**src/rtl/patdet_pkg.sv**
```systemverilog
// patdet_pkg: shared types and helpers for the programmable pattern detector.
// State encoding, LEN_W derivation and the len-bit compare mask builder.
package patdet_pkg;

   typedef enum logic [1:0] {
      PD_UNCFG,
      PD_FILL,
      PD_RUN
   } pd_state_t;

   // Widest pattern the mask helper can describe.
   localparam int PD_MASK_W = 64;

   // Width needed to hold a length of 0..max_len inclusive.
   function automatic int pd_len_w(input int max_len);
      return $clog2(max_len) + 1;
   endfunction

   // Ones in the low len bits, zeros above: selects the live pattern bits.
   function automatic logic [PD_MASK_W-1:0] pd_len_mask(input int len);
      logic [PD_MASK_W-1:0] m;
      m = '0;
      for (int i = 0; i < PD_MASK_W; i++)
         m[i] = (i < len);
      return m;
   endfunction

endpackage

```
**src/rtl/patdet_sat_cnt.sv**
```systemverilog
// patdet_sat_cnt: W-bit up counter that sticks at all-ones.
// Synchronous clear; a clear together with an increment yields 1.
module patdet_sat_cnt #(
   parameter int W = 16
) (
   input  logic         clk,
   input  logic         reset,
   input  logic         clr,
   input  logic         inc,
   output logic [W-1:0] count
);

   // Count increments, saturating; clear restarts the count.
   always_ff @(posedge clk) begin
      if (reset)
         count <= '0;
      else if (clr)
         count <= inc ? W'(1) : '0;
      else if (inc && (count != '1))
         count <= count + W'(1);
   end

endmodule

```
**src/rtl/patdet_prog.sv**
```systemverilog
// patdet_prog: runtime-programmable serial pattern detector.
// Define PATDET_COUNT_EN to build in the saturating match counter.
module patdet_prog
   import patdet_pkg::*;
#(
   parameter  int MAX_LEN = 8,
   parameter  int CNT_W   = 16,
   localparam int LEN_W   = pd_len_w(MAX_LEN)
) (
   input  logic               clk,
   input  logic               reset,
   input  logic               cfg_load,
   input  logic [MAX_LEN-1:0] cfg_pattern,
   input  logic [LEN_W-1:0]   cfg_len,
   input  logic               cfg_overlap,
   input  logic               in_valid,
   input  logic               in_bit,
   input  logic               count_clr,
   output logic               match,
   output logic               cfg_err,
   output logic [CNT_W-1:0]   match_count
);

   pd_state_t          st_q;
   logic [MAX_LEN-1:0] pat_q;
   logic [LEN_W-1:0]   len_q;
   logic               ovl_q;
   logic [MAX_LEN-1:0] hist_q;
   logic [LEN_W-1:0]   fill_q;

   logic               len_ok;
   logic               beat;
   logic [MAX_LEN-1:0] hist_n;
   logic [LEN_W-1:0]   fill_n;
   logic [MAX_LEN-1:0] mask;
   logic               full_n;
   logic               accept;

   // Next history/fill for a beat and whether that beat completes a match.
   always_comb begin
      len_ok = (cfg_len != '0) && (cfg_len <= LEN_W'(MAX_LEN));
      beat   = in_valid && !cfg_load && (st_q != PD_UNCFG);
      hist_n = {hist_q[MAX_LEN-2:0], in_bit};
      fill_n = (fill_q == len_q) ? fill_q : fill_q + LEN_W'(1);
      mask   = MAX_LEN'(pd_len_mask(int'(len_q)));
      full_n = (fill_n == len_q);
      accept = beat && full_n && (((hist_n ^ pat_q) & mask) == '0);
   end

   // Configuration capture, beat tracking and registered pulses.
   always_ff @(posedge clk) begin
      if (reset) begin
         st_q    <= PD_UNCFG;
         pat_q   <= '0;
         len_q   <= '0;
         ovl_q   <= 1'b0;
         hist_q  <= '0;
         fill_q  <= '0;
         match   <= 1'b0;
         cfg_err <= 1'b0;
      end else begin
         match   <= 1'b0;
         cfg_err <= 1'b0;
         if (cfg_load) begin
            hist_q <= '0;
            fill_q <= '0;
            if (len_ok) begin
               st_q  <= PD_FILL;
               pat_q <= cfg_pattern;
               len_q <= cfg_len;
               ovl_q <= cfg_overlap;
            end else begin
               st_q    <= PD_UNCFG;
               pat_q   <= '0;
               len_q   <= '0;
               ovl_q   <= 1'b0;
               cfg_err <= 1'b1;
            end
         end else if (beat) begin
            hist_q <= hist_n;
            match  <= accept;
            if (accept && !ovl_q) begin
               fill_q <= '0;
               st_q   <= PD_FILL;
            end else begin
               fill_q <= fill_n;
               st_q   <= full_n ? PD_RUN : PD_FILL;
            end
         end
      end
   end

`ifdef PATDET_COUNT_EN
   patdet_sat_cnt #(
      .W(CNT_W)
   ) u_cnt (
      .clk   (clk),
      .reset (reset),
      .clr   (count_clr),
      .inc   (accept),
      .count (match_count)
   );
`else
   logic unused_clr;
   assign unused_clr  = count_clr;
   assign match_count = '0;
`endif

endmodule

```
**config.mk**
```make
export PLATFORM = sky130hd
export DESIGN_NAME = patdet_prog
export DESIGN_NICKNAME = d
export VERILOG_FILES = /design/src/rtl/patdet_pkg.sv /design/src/rtl/patdet_sat_cnt.sv /design/src/rtl/patdet_prog.sv
export SDC_FILE = /design/constraint.sdc
export NUM_CORES = 1
export LEC_CHECK = 0
export BUFFER_PORTS_ARGS = -buffer_cell sky130_fd_sc_hd__buf_2
export CELL_PAD_IN_SITES_DETAIL_PLACEMENT = 0
export CELL_PAD_IN_SITES_GLOBAL_PLACEMENT = 1
export CORE_AREA = 5 5 65 67
export CTS_BUF_LIST = sky130_fd_sc_hd__clkbuf_2 sky130_fd_sc_hd__clkbuf_4 sky130_fd_sc_hd__clkbuf_8
export CTS_CLUSTER_DIAMETER = 200
export CTS_CLUSTER_SIZE = 24
export DETAILED_ROUTE_END_ITERATION = 8
export DIE_AREA = 0 0 70 72
export GPL_TIMING_DRIVEN = 0
export PLACE_DENSITY = 0.95
export SYNTH_ARGS = -nofsm -noshare
export SYNTH_HDL_FRONTEND = slang
export SYNTH_SLANG_ARGS = --single-unit
```
**constraint.sdc**
```tcl
create_clock -name clk -period 2.9 [get_ports clk]
set_clock_uncertainty 0.15 [all_clocks]
set_input_delay 0.725 -clock clk [delete_from_list [all_inputs] [get_ports clk]]
set_output_delay 0.725 -clock clk [all_outputs]
set_load 0.02 [all_outputs]
```
==> results of run 1 <==
==> per-layer routing <==
layer / GRT usage [%] / vias to the layer above
li1: - / 633
met5: 0 / -
met1: 14.2 / 559
met2: 21.9 / 19
met3: 2.08 / 4
met4: 3.19 / 0
==> cell families after synthesis <==
kind of cell	share of synthesized area [%]
other cells	0.255
compound gates	20.6
simple gates	18.5
buf+inv	11.6
fa+ha+maj	0.852
flops	38.2
xor+xnor	10.1
==> worst max-delay path: cells and delay by family (launching register included) <==
kind	cells	cell delay, ns
DFF	1	0.52
AOI/OAI and AO/OA	3	0.59
and+or+nand+nor	2	0.56
xor gates and xnor gates	1	0.18
==> power groups by stage <==
stage | clock network [uW] | logic (uW) | registers [uW]
finish | 155 | 115 | 404
CTS | 158 | 115 | 403
global route | 171 | 128 | 405
floorplan | 0 | 87.2 | 411
detailed placement | 0 | 115 | 412
global placement | 0 | 114 | 412
==> state kept, by name, indices dropped and copies added (netlist names) <==
signal   count
ovl_q        1
fill_q       4
st_q         2
cfg_err      1
len_q        4
hist_q       7
match        1
pat_q        8
==> cell type report <==
class	count	share of cell area [%]
Buffer	25	9.55
Tap cell	48	3.53
Multi-Input combinational cell	128	46.7
Clock buffer	3	1.32
Inverter	2	0.441
Sequential cell	28	32.9
Timing Repair Buffer	19	5.58
==> worst paths after layout <==
kind / startpoint / cells after the start / endpoint / slack, ns
min: hist_q[5] / 2 / hist_q[6] / 0.33
max reg2reg: len_q[2] / 6 / fill_q[1] / 0.80
min reg2reg: hist_q[5] / 2 / hist_q[6] / 0.33
max: len_q[2] / 6 / fill_q[1] / 0.80
==> stage by stage <==
step           util (%)  hold slack (ns)  worst slack [ns]  cell area, um^2  cells
6_report           47.6            0.327             0.799             1700    253
5_1_grt            47.6            0.358             0.651             1700    253
4_1_cts            47.6            0.335             0.812             1700    253
3_5_place_dp       47.0            0.316             0.622             1680    250
3_3_place_gp       47.0            0.308             0.614             1680    250
2_1_floorplan         -            0.298             0.970             1530    183
==> cell usage in the layout (no fill, tap or decap), types with 4 or more instances in the layout <==
cell,n
a22o_1,9
dfxtp_1,28
conb_1,16
nand2_1,20
clkbuf_1,7
xor2_1,6
buf_4,16
nor3_1,6
a21oi_1,17
xnor2_1,9
nor2_1,5
buf_2,20
nand2b_1,4
==> qor.yml, run 1 <==
outcome: "completed"
end_kind: "register"
vias_per_cell: 4.80
postCtsSetupBuffers: 0
cts_buffers: 3
switching_share_pct: 26.5
highest_layer: "met4"
dp_hpwl_mm: 2.27
yosys.area.top_type: "dfxtp_1"
p_leak_uw: 0.000712
sequentialPowerShare_pct: 60.0
p_sw_uw: 178
ant_nets: 0
synth_area_per_cell_um2: 8.74
synth_edf_count: 0
die_w_um: 70
drc: 0
power_frac_clock_pct: 23.0
rows: 22
syn_to_final_growth_pct: 15.9
crit_chain: "xor2_1, nor4_2, o21ba_1, a211o_1, nor3_4, o32ai_1"
setup_viol: 0
seq_area_um2: 561
grt.total_usage_pct: 11.9
rsz0062_at_grt: "false"
synth_seq_cells: 28
synth_area_leaders: "dfxtp_1, buf_4, a21oi_1, a22o_1, xnor2_1"
p_per_area_mw_per_mm2: 395
hp-class: "register to register"
drt-initial-drc-count: 36
routed-wl-met3_um: 114
finalCritPeriodShare_pct: 72.5
diodes: 0
port_buffers: 19
cp_max_fo: 7
yosysUniqueCellTypes: 40
grt_pass1_wl_mm: 4.97
path_clk_slew_ns: 0.14
cts_tree: "built"
synth-warning-count: 0
vias: 1215
finalMaxSlewViolations: 0
synth_top_area_share_pct: 38.2
yosysMostFrequentCell: "dfxtp_1"
final-hold-violation-count: 0
cp.arrival_ns: 2.18
ir_worst_vdd_uv: 185
max_cap_violations: 0
netlist_instances: 168
fillers: 372
cts_buffer_depth: 2
ctsRootBufferMaster: "clkbuf_4"
routedWlPerCell_um: 11.4
die_y_um: 72
cp_slowest_stage_delay_ns: 0.52
grt_max_degree: 15
wl_mm: 2.88
firstDrtPassIters: 4
antenna_found_initial: 0
grt_pass1_vias: 1124
worstSkewPairLatency_ns: 0.32
yosys_most_used_dff: "dfxtp_1"
p_int_uw: 495
ys_seq_area_share_pct: 38.2
wl_met2_mm: 1.49
fin_tns_setup_ns: 0
drive_gt1_share_pct: 21.5
grt_overflow: 0
multi_input_area_um2: 795
cts_resized: 0
final_nets: 227
fin_crit_ns: 2.10
dieArea_mm2: 0.00504
crit_slowest_cell: "dfxtp_1"
synth_area_mm2: 0.00147
start_util_pct: 41.0
wl_met1_mm: 1.24
start_kind: "register"
cts_sinks: 28
core-area_mm2: 0.00358
cp_data_required_time_ns: 2.98
yosys-top-cells-count: "dfxtp_1, nand2_1, a21oi_1, buf_4"
htreeDepth: 1
power_uw: 673
p_comb_share_pct: 17.0
gp_congestion: 0.828
async_flop_share_pct: 0
ctsHoldBuffers: 0
criticalPathCategory: "register to register"
ios: 37
fmax_ghz: 0.476
No activity file was read; power rests on OpenSTA's default activity.
==> run 2: changes to the inputs <==
--- a/config.mk
+++ b/config.mk
@@ -8,14 +8,14 @@
 export BUFFER_PORTS_ARGS = -buffer_cell sky130_fd_sc_hd__buf_2
 export CELL_PAD_IN_SITES_DETAIL_PLACEMENT = 0
 export CELL_PAD_IN_SITES_GLOBAL_PLACEMENT = 1
-export CORE_AREA = 5 5 65 67
+export CORE_AREA = 5 5 67 69
 export CTS_BUF_LIST = sky130_fd_sc_hd__clkbuf_2 sky130_fd_sc_hd__clkbuf_4 sky130_fd_sc_hd__clkbuf_8
 export CTS_CLUSTER_DIAMETER = 200
 export CTS_CLUSTER_SIZE = 24
 export DETAILED_ROUTE_END_ITERATION = 8
-export DIE_AREA = 0 0 70 72
+export DIE_AREA = 0 0 72 74
 export GPL_TIMING_DRIVEN = 0
-export PLACE_DENSITY = 0.95
+export PLACE_DENSITY = 0.91
 export SYNTH_ARGS = -nofsm -noshare
 export SYNTH_HDL_FRONTEND = slang
 export SYNTH_SLANG_ARGS = --single-unit
==> constraint.sdc (replaced) <==
create_clock -name clk -period 2 [get_ports clk]
set_clock_uncertainty 0.15 [all_clocks]
set_input_delay 0.5 -clock clk [delete_from_list [all_inputs] [get_ports clk]]
set_output_delay 0.5 -clock clk [all_outputs]
set_load 0.02 [all_outputs]
==> run 2 against run 1 <==
Effect of this change:
- global-route usage is 0.84 points higher
- critical path type unchanged
- first-iteration DRC count is 67% higher
- via count is 0.74% higher
- worst setup slack worse by 0.71 ns
- non-clock buffer count is 6 higher
==> qor.yml, run 2 (synthesis gave the netlist of run 1 again) <==
tightest_slew_ns: 0.508
crit_chain: "ha_4, xnor2_2, o21ai_1, o21ba_4, buf_4, a211oi_2, o211ai_1, a21o_1"
fillers: 393  # +5.6%
grt_pass1_vias: 1195  # +6.3%
rows: 23  # +4.5%
cts_sinks: 28  # unchanged
crit_slowest_cell: "dfxtp_4"
cp.arrival_ns: 1.93  # -0.25 ns
start_kind: "register"
dp_slack_ns: -0.0559  # -0.678 ns
ant_nets: 0  # unchanged
power_frac_clock_pct: 27.9  # +4.9 points
ios: 37  # unchanged
drive_gt1_share_pct: 33.2  # +12 points
htreeDepth: 1  # unchanged
die_w_um: 72  # +2.9%
sequentialPowerShare_pct: 54.0  # -6.0 points
p_comb_share_pct: 18.1  # +1.1 points
start_util_pct: 38.1  # -3.0 points
setup_slack_ns: 0.0919  # -0.707 ns
final_nets: 233  # +2.6%
final-hold-violation-count: 0  # unchanged
hp-class: "input pin to register"
rsz0062_at_grt: "true"
fin_tns_setup_ns: 0  # unchanged
dieArea_mm2: 0.00533  # +5.7%
finalCritPeriodShare_pct: 95.4  # +23 points
criticalPathCategory: "register to register"
cp_max_fo: 4  # -3
final_cell_mix: "buf_4, nand2_1, dfxtp_1, buf_2, a21oi_1"
syn_to_final_growth_pct: 31.3
worstSkewPairLatency_ns: 0.27  # -0.05 ns
drc: 0  # unchanged
holdWs_ns: 0.277  # -0.0493 ns
ctsRootBufferMaster: "clkbuf_8"
p_leak_uw: 0.000778  # +9.3%
cp_slowest_stage_delay_ns: 0.38  # -0.14 ns
max_cap_violations: 0  # unchanged
core-area_mm2: 0.00386  # +7.8%
p_sw_uw: 281  # +58%
cp_data_required_time_ns: 2.02  # -0.96 ns
fmax_ghz: 0.524  # +10%
cts_buffers: 3  # unchanged
finalMaxSlewViolations: 0  # unchanged
ir_worst_vdd_uv: 261  # +41%
placed_cell_area_mm2: 0.00168  # +0.15%
outcome: "completed"
cts_buffer_depth: 2  # unchanged
power_uw: 1070  # +60%
max_slew_margin_pct: 66.1
gp_congestion: 0.769  # -7.1%
setup_viol: 0  # unchanged
die_y_um: 74  # +2.8%
largest_reg_flops: 8  # unchanged
drt-initial-drc-count: 60  # +67%
routedWlPerCell_um: 12.2  # +7.2%
cts_tree: "built"
vias_per_cell: 4.69  # -2.3%
path_clk_slew_ns: 0.09  # -0.05 ns
switching_share_pct: 26.1  # -0.35 points
p_int_uw: 794  # +60%
wl_mm: 3.18  # +11%
largestRegisters: "pat_q: 8 flops, hist_q: 7 flops"
post-route-cell-area_mm2: 0.00193  # +13%
p_per_area_mw_per_mm2: 557  # +41%
firstDrtPassIters: 4  # unchanged
dp_hpwl_mm: 2.34  # +3.0%
antenna_found_initial: 0  # unchanged
layout_commonest_cell: "buf_4"
grt_overflow: 0  # unchanged
end_kind: "register"
grt_max_degree: 15  # unchanged
ctsHoldBuffers: 0  # unchanged
grt.total_usage_pct: 12.7  # +0.84 points
port_buffers: 19  # unchanged
fin_crit_ns: 1.91  # -0.193 ns
vias: 1224  # +0.74%
grt_pass1_wl_mm: 5.33  # +7.2%
diodes: 0  # unchanged
regMostFlops: "pat_q"
## run 2: final timing paths
check	start	endpoint	slack, ns	cells past startpoint
max	fill_q[0]	st_q[0]	0.09	8
min	cfg_pattern[4]	pat_q[4]	0.28	2
max reg2reg	fill_q[0]	st_q[0]	0.09	8
min reg2reg	hist_q[6]	hist_q[6]	0.32	2
## run 2: metrics by stage
stage	util, %	cells
global placement	43.6	252
floorplan	-	183
finish	50.0	261
detailed placement	43.6	252
global route	50.0	261
CTS	47.1	260
## run 2: power groups by stage
stage / registers (uW) / clock network, uW / logic (uW)
6_report: 580 / 300 / 195
5_1_grt: 583 / 334 / 216
4_1_cts: 581 / 309 / 178
3_5_place_dp: 597 / 0 / 167
3_3_place_gp: 597 / 0 / 165
2_1_floorplan: 595 / 0 / 126
## run 2: critical path, delay by kind of cell (launching register included)
| kind | cells | cell delay, ns |
|---|---|---|
| buffers and inverters | 1 | 0.13 |
| xor gates and xnor gates | 1 | 0.10 |
| adders and majority gates | 1 | 0.28 |
| AOI/OAI and AO/OA | 5 | 0.77 |
| DFF | 1 | 0.38 |
## run 2: per-layer routing
layer / GRT usage (%) / vias up / share of wire (%)
li1: - / 640 / -
met4: 5.01 / 0 / 1.7
met1: 16.1 / 563 / 44
met5: 0 / - / 0
met3: 1.89 / 5 / 2.4
met2: 21.8 / 16 / 52
## run 2: final cells by class
| type | count | area [um^2] | share of cell area (%) |
|---|---|---|---|
| multi-input cells | 128 | 926 | 48.0 |
| clock buffers | 3 | 41.3 | 2.14 |
| plain buffers | 23 | 146 | 7.59 |
| flip-flops and latches | 28 | 586 | 30.4 |
| well taps | 50 | 62.6 | 3.24 |
| inverters | 2 | 7.51 | 0.389 |
| repair buffers | 27 | 159 | 8.24 |
## run 2: repair_timing
action	4_1_cts	5_1_grt
buffers inserted	6	2
gates resized for setup	12	21
hold endpoints to repair	0	0
pin swaps	5	13
setup endpoints to repair	5	6
==> run 3: changes to the inputs <==
--- a/config.mk
+++ b/config.mk
@@ -8,12 +8,12 @@
 export BUFFER_PORTS_ARGS = -buffer_cell sky130_fd_sc_hd__buf_2
 export CELL_PAD_IN_SITES_DETAIL_PLACEMENT = 0
 export CELL_PAD_IN_SITES_GLOBAL_PLACEMENT = 1
-export CORE_AREA = 5 5 67 69
+export CORE_AREA = 2 2 64 66
 export CTS_BUF_LIST = sky130_fd_sc_hd__clkbuf_2 sky130_fd_sc_hd__clkbuf_4 sky130_fd_sc_hd__clkbuf_8
 export CTS_CLUSTER_DIAMETER = 200
 export CTS_CLUSTER_SIZE = 24
 export DETAILED_ROUTE_END_ITERATION = 8
-export DIE_AREA = 0 0 72 74
+export DIE_AREA = 0 0 66 68
 export GPL_TIMING_DRIVEN = 0
 export PLACE_DENSITY = 0.91
 export SYNTH_ARGS = -nofsm -noshare
==> constraint.sdc (replaced) <==
create_clock -name clk -period 1.8 [get_ports clk]
set_clock_uncertainty 0.15 [all_clocks]
set_input_delay 0.45 -clock clk [delete_from_list [all_inputs] [get_ports clk]]
set_output_delay 0.45 -clock clk [all_outputs]
set_load 0.02 [all_outputs]
==> run 3 against run 2 <==
Effect of this change:
- the flow now finishes with violations (negative setup slack)
- worst hold slack worse by 0.049 ns
- cell area grew 1.0%
- non-clock buffer count increased by 1
- first-iteration DRC count is 32% lower
- register-to-register slack worse by 0.21 ns
- die area fell by 16%
- global-route usage up 2.5 points
- clock power is 9.0% higher
- sequential share of layout area decreased by 0.38 points
- combinational power is 13% higher
- highest routed layer unchanged
==> qor.yml, run 3 (synthesis gave the netlist of run 1 again) <==
end_kind: "register"
grt_pass1_wl_mm: 5.30  # -0.64%
final_cell_mix: "buf_4, dfxtp_1, nand2_1, buf_2, a21oi_1"
grt_overflow: 0  # unchanged
dieArea_mm2: 0.00449  # -16%
ant_nets: 0  # unchanged
grt_pass1_vias: 1208  # +1.1%
crit_slowest_cell: "dfxtp_4"
post-route-cell-area_mm2: 0.00195  # +1.0%
fmax_ghz: 0.521  # -0.67%
placed_cell_area_mm2: 0.00169  # +0.67%
final-hold-violation-count: 0  # unchanged
wl_mm: 3.26  # +2.4%
setup_slack_ns: -0.121  # -0.213 ns
firstDrtPassIters: 4  # unchanged
cp_max_fo: 3  # -1
cp.arrival_ns: 1.94  # about the same
cp_data_required_time_ns: 1.82  # -0.20 ns
max_cap_violations: 0  # unchanged
die_w_um: 66  # -8.3%
ir_worst_vdd_uv: 345  # +32%
worstSkewPairLatency_ns: 0.27  # about the same
ios: 37  # unchanged
start_kind: "register"
finalCritPeriodShare_pct: 107  # +11 points
sequentialPowerShare_pct: 54.1  # about the same
switching_share_pct: 25.9  # -0.26 points
outcome: "finished, violations left"
start_util_pct: 38.1  # unchanged
port_buffers: 19  # unchanged
violations: "negative setup slack"
die_y_um: 68  # -8.1%
fin_crit_ns: 1.92  # +0.0128 ns
grt.total_usage_pct: 15.2  # +2.5 points
ctsRootBufferMaster: "clkbuf_8"
rsz0062_at_grt: "true"
cts_tree: "built"
cts_buffer_depth: 2  # unchanged
cts_buffers: 3  # unchanged
p_comb_share_pct: 18.4  # +0.3 points
hp-class: "input pin to register"
layout_commonest_cell: "buf_4"
dp_hpwl_mm: 2.28  # -2.4%
p_leak_uw: 0.000783  # +0.70%
gp_congestion: 0.788  # +2.4%
syn_to_final_growth_pct: 32.6
drt-initial-drc-count: 41  # -32%
p_int_uw: 883  # +11%
routedWlPerCell_um: 12.5  # +2.1%
vias: 1267  # +3.5%
vias_per_cell: 4.84  # +3.1%
p_per_area_mw_per_mm2: 612  # +9.7%
path_clk_slew_ns: 0.09  # about the same
largestRegisters: "pat_q: 8 flops, hist_q: 7 flops"
setup_viol: 6  # +6
crit_chain: "xor2_1, nor4_4, o21ba_4, a211oi_1, o211ai_1, a21o_1"
rows: 23  # unchanged
largest_reg_flops: 8  # unchanged
fin_tns_setup_ns: -0.520  # -0.520 ns
power_frac_clock_pct: 27.5  # -0.4 points
finalMaxSlewViolations: 0  # unchanged
core-area_mm2: 0.00386  # unchanged
htreeDepth: 1  # unchanged
cts_sinks: 28  # unchanged
final_nets: 234  # +0.43%
regMostFlops: "pat_q"
diodes: 0  # unchanged
grt_max_degree: 15  # unchanged
p_sw_uw: 308  # +9.8%
antenna_found_initial: 0  # unchanged
drc: 0  # unchanged
criticalPathCategory: "register to register"
drive_gt1_share_pct: 33.5  # +0.32 points
cp_slowest_stage_delay_ns: 0.36  # -0.02 ns
-- run 3: cell types whose count changed in the layout (fill, tap and decap cells not counted), sizes merged --
cell	before	now
clkbuf	10	9
buf	43	45
-- run 3: path summary, 6_finish.rpt --
check / start / to / slack [ns] / cells past startpoint
max: len_q[1] / st_q[0] / -0.12 / 6
min: cfg_pattern[4] / pat_q[4] / 0.23 / 2
max reg2reg: len_q[1] / st_q[0] / -0.12 / 6
min reg2reg: hist_q[2] / hist_q[3] / 0.34 / 2
-- run 3: per-layer routing --
metal | vias up | share of wire (%) | track usage (%)
met4 | 0 | 1.9 | 5.10
met1 | 593 | 42 | 17.4
met2 | 21 | 52 | 28.3
met3 | 8 | 3.9 | 2.96
met5 | - | 0 | 0
li1 | 645 | - | -
-- run 3: worst max-delay path, delay by kind of cell (launching register included) --
family / cells / cell delay [ns]
compound gates: 4 / 0.79
flops: 1 / 0.36
simple gates: 1 / 0.31
xor+xnor: 1 / 0.19
-- run 3: repair_timing --
action                                  in CTS  in global routing
resized for setup                           19                 14
pin swaps                                    6                  7
buffers inserted                             8                  1
hold buffers                                 0                  0
endpoints found under the setup margin       7                 16
-- run 3: power by group through the flow --
| stage | combinational (uW) | sequential [uW] | clock [uW] |
|---|---|---|---|
| CTS | 203 | 646 | 337 |
| finish | 220 | 645 | 327 |
| floorplan | 141 | 662 | 0 |
| detailed placement | 187 | 664 | 0 |
| global route | 240 | 647 | 365 |
| global placement | 185 | 663 | 0 |
-- run 3: cell type report --
| type | count | area (um^2) |
|---|---|---|
| Buffer | 23 | 154 |
| Clock buffer | 3 | 41.3 |
| Fill cell | 394 | 1910 |
| Inverter | 2 | 7.51 |
| Sequential cell | 28 | 584 |
| Multi-Input combinational cell | 128 | 928 |
| Timing Repair Buffer | 28 | 170 |
| Tap cell | 50 | 62.6 |
-- run 3: through the flow --
step	instances	worst slack [ns]	total power [uW]	hold slack [ns]	util (%)
2_1_floorplan	183	-0.0835	802	0.298	-
3_3_place_gp	252	-0.276	848	0.308	43.9
3_5_place_dp	252	-0.284	851	0.328	43.9
4_1_cts	262	-0.172	1190	0.230	48.4
5_1_grt	262	-0.187	1250	0.226	50.5
6_report	262	-0.121	1190	0.228	50.5
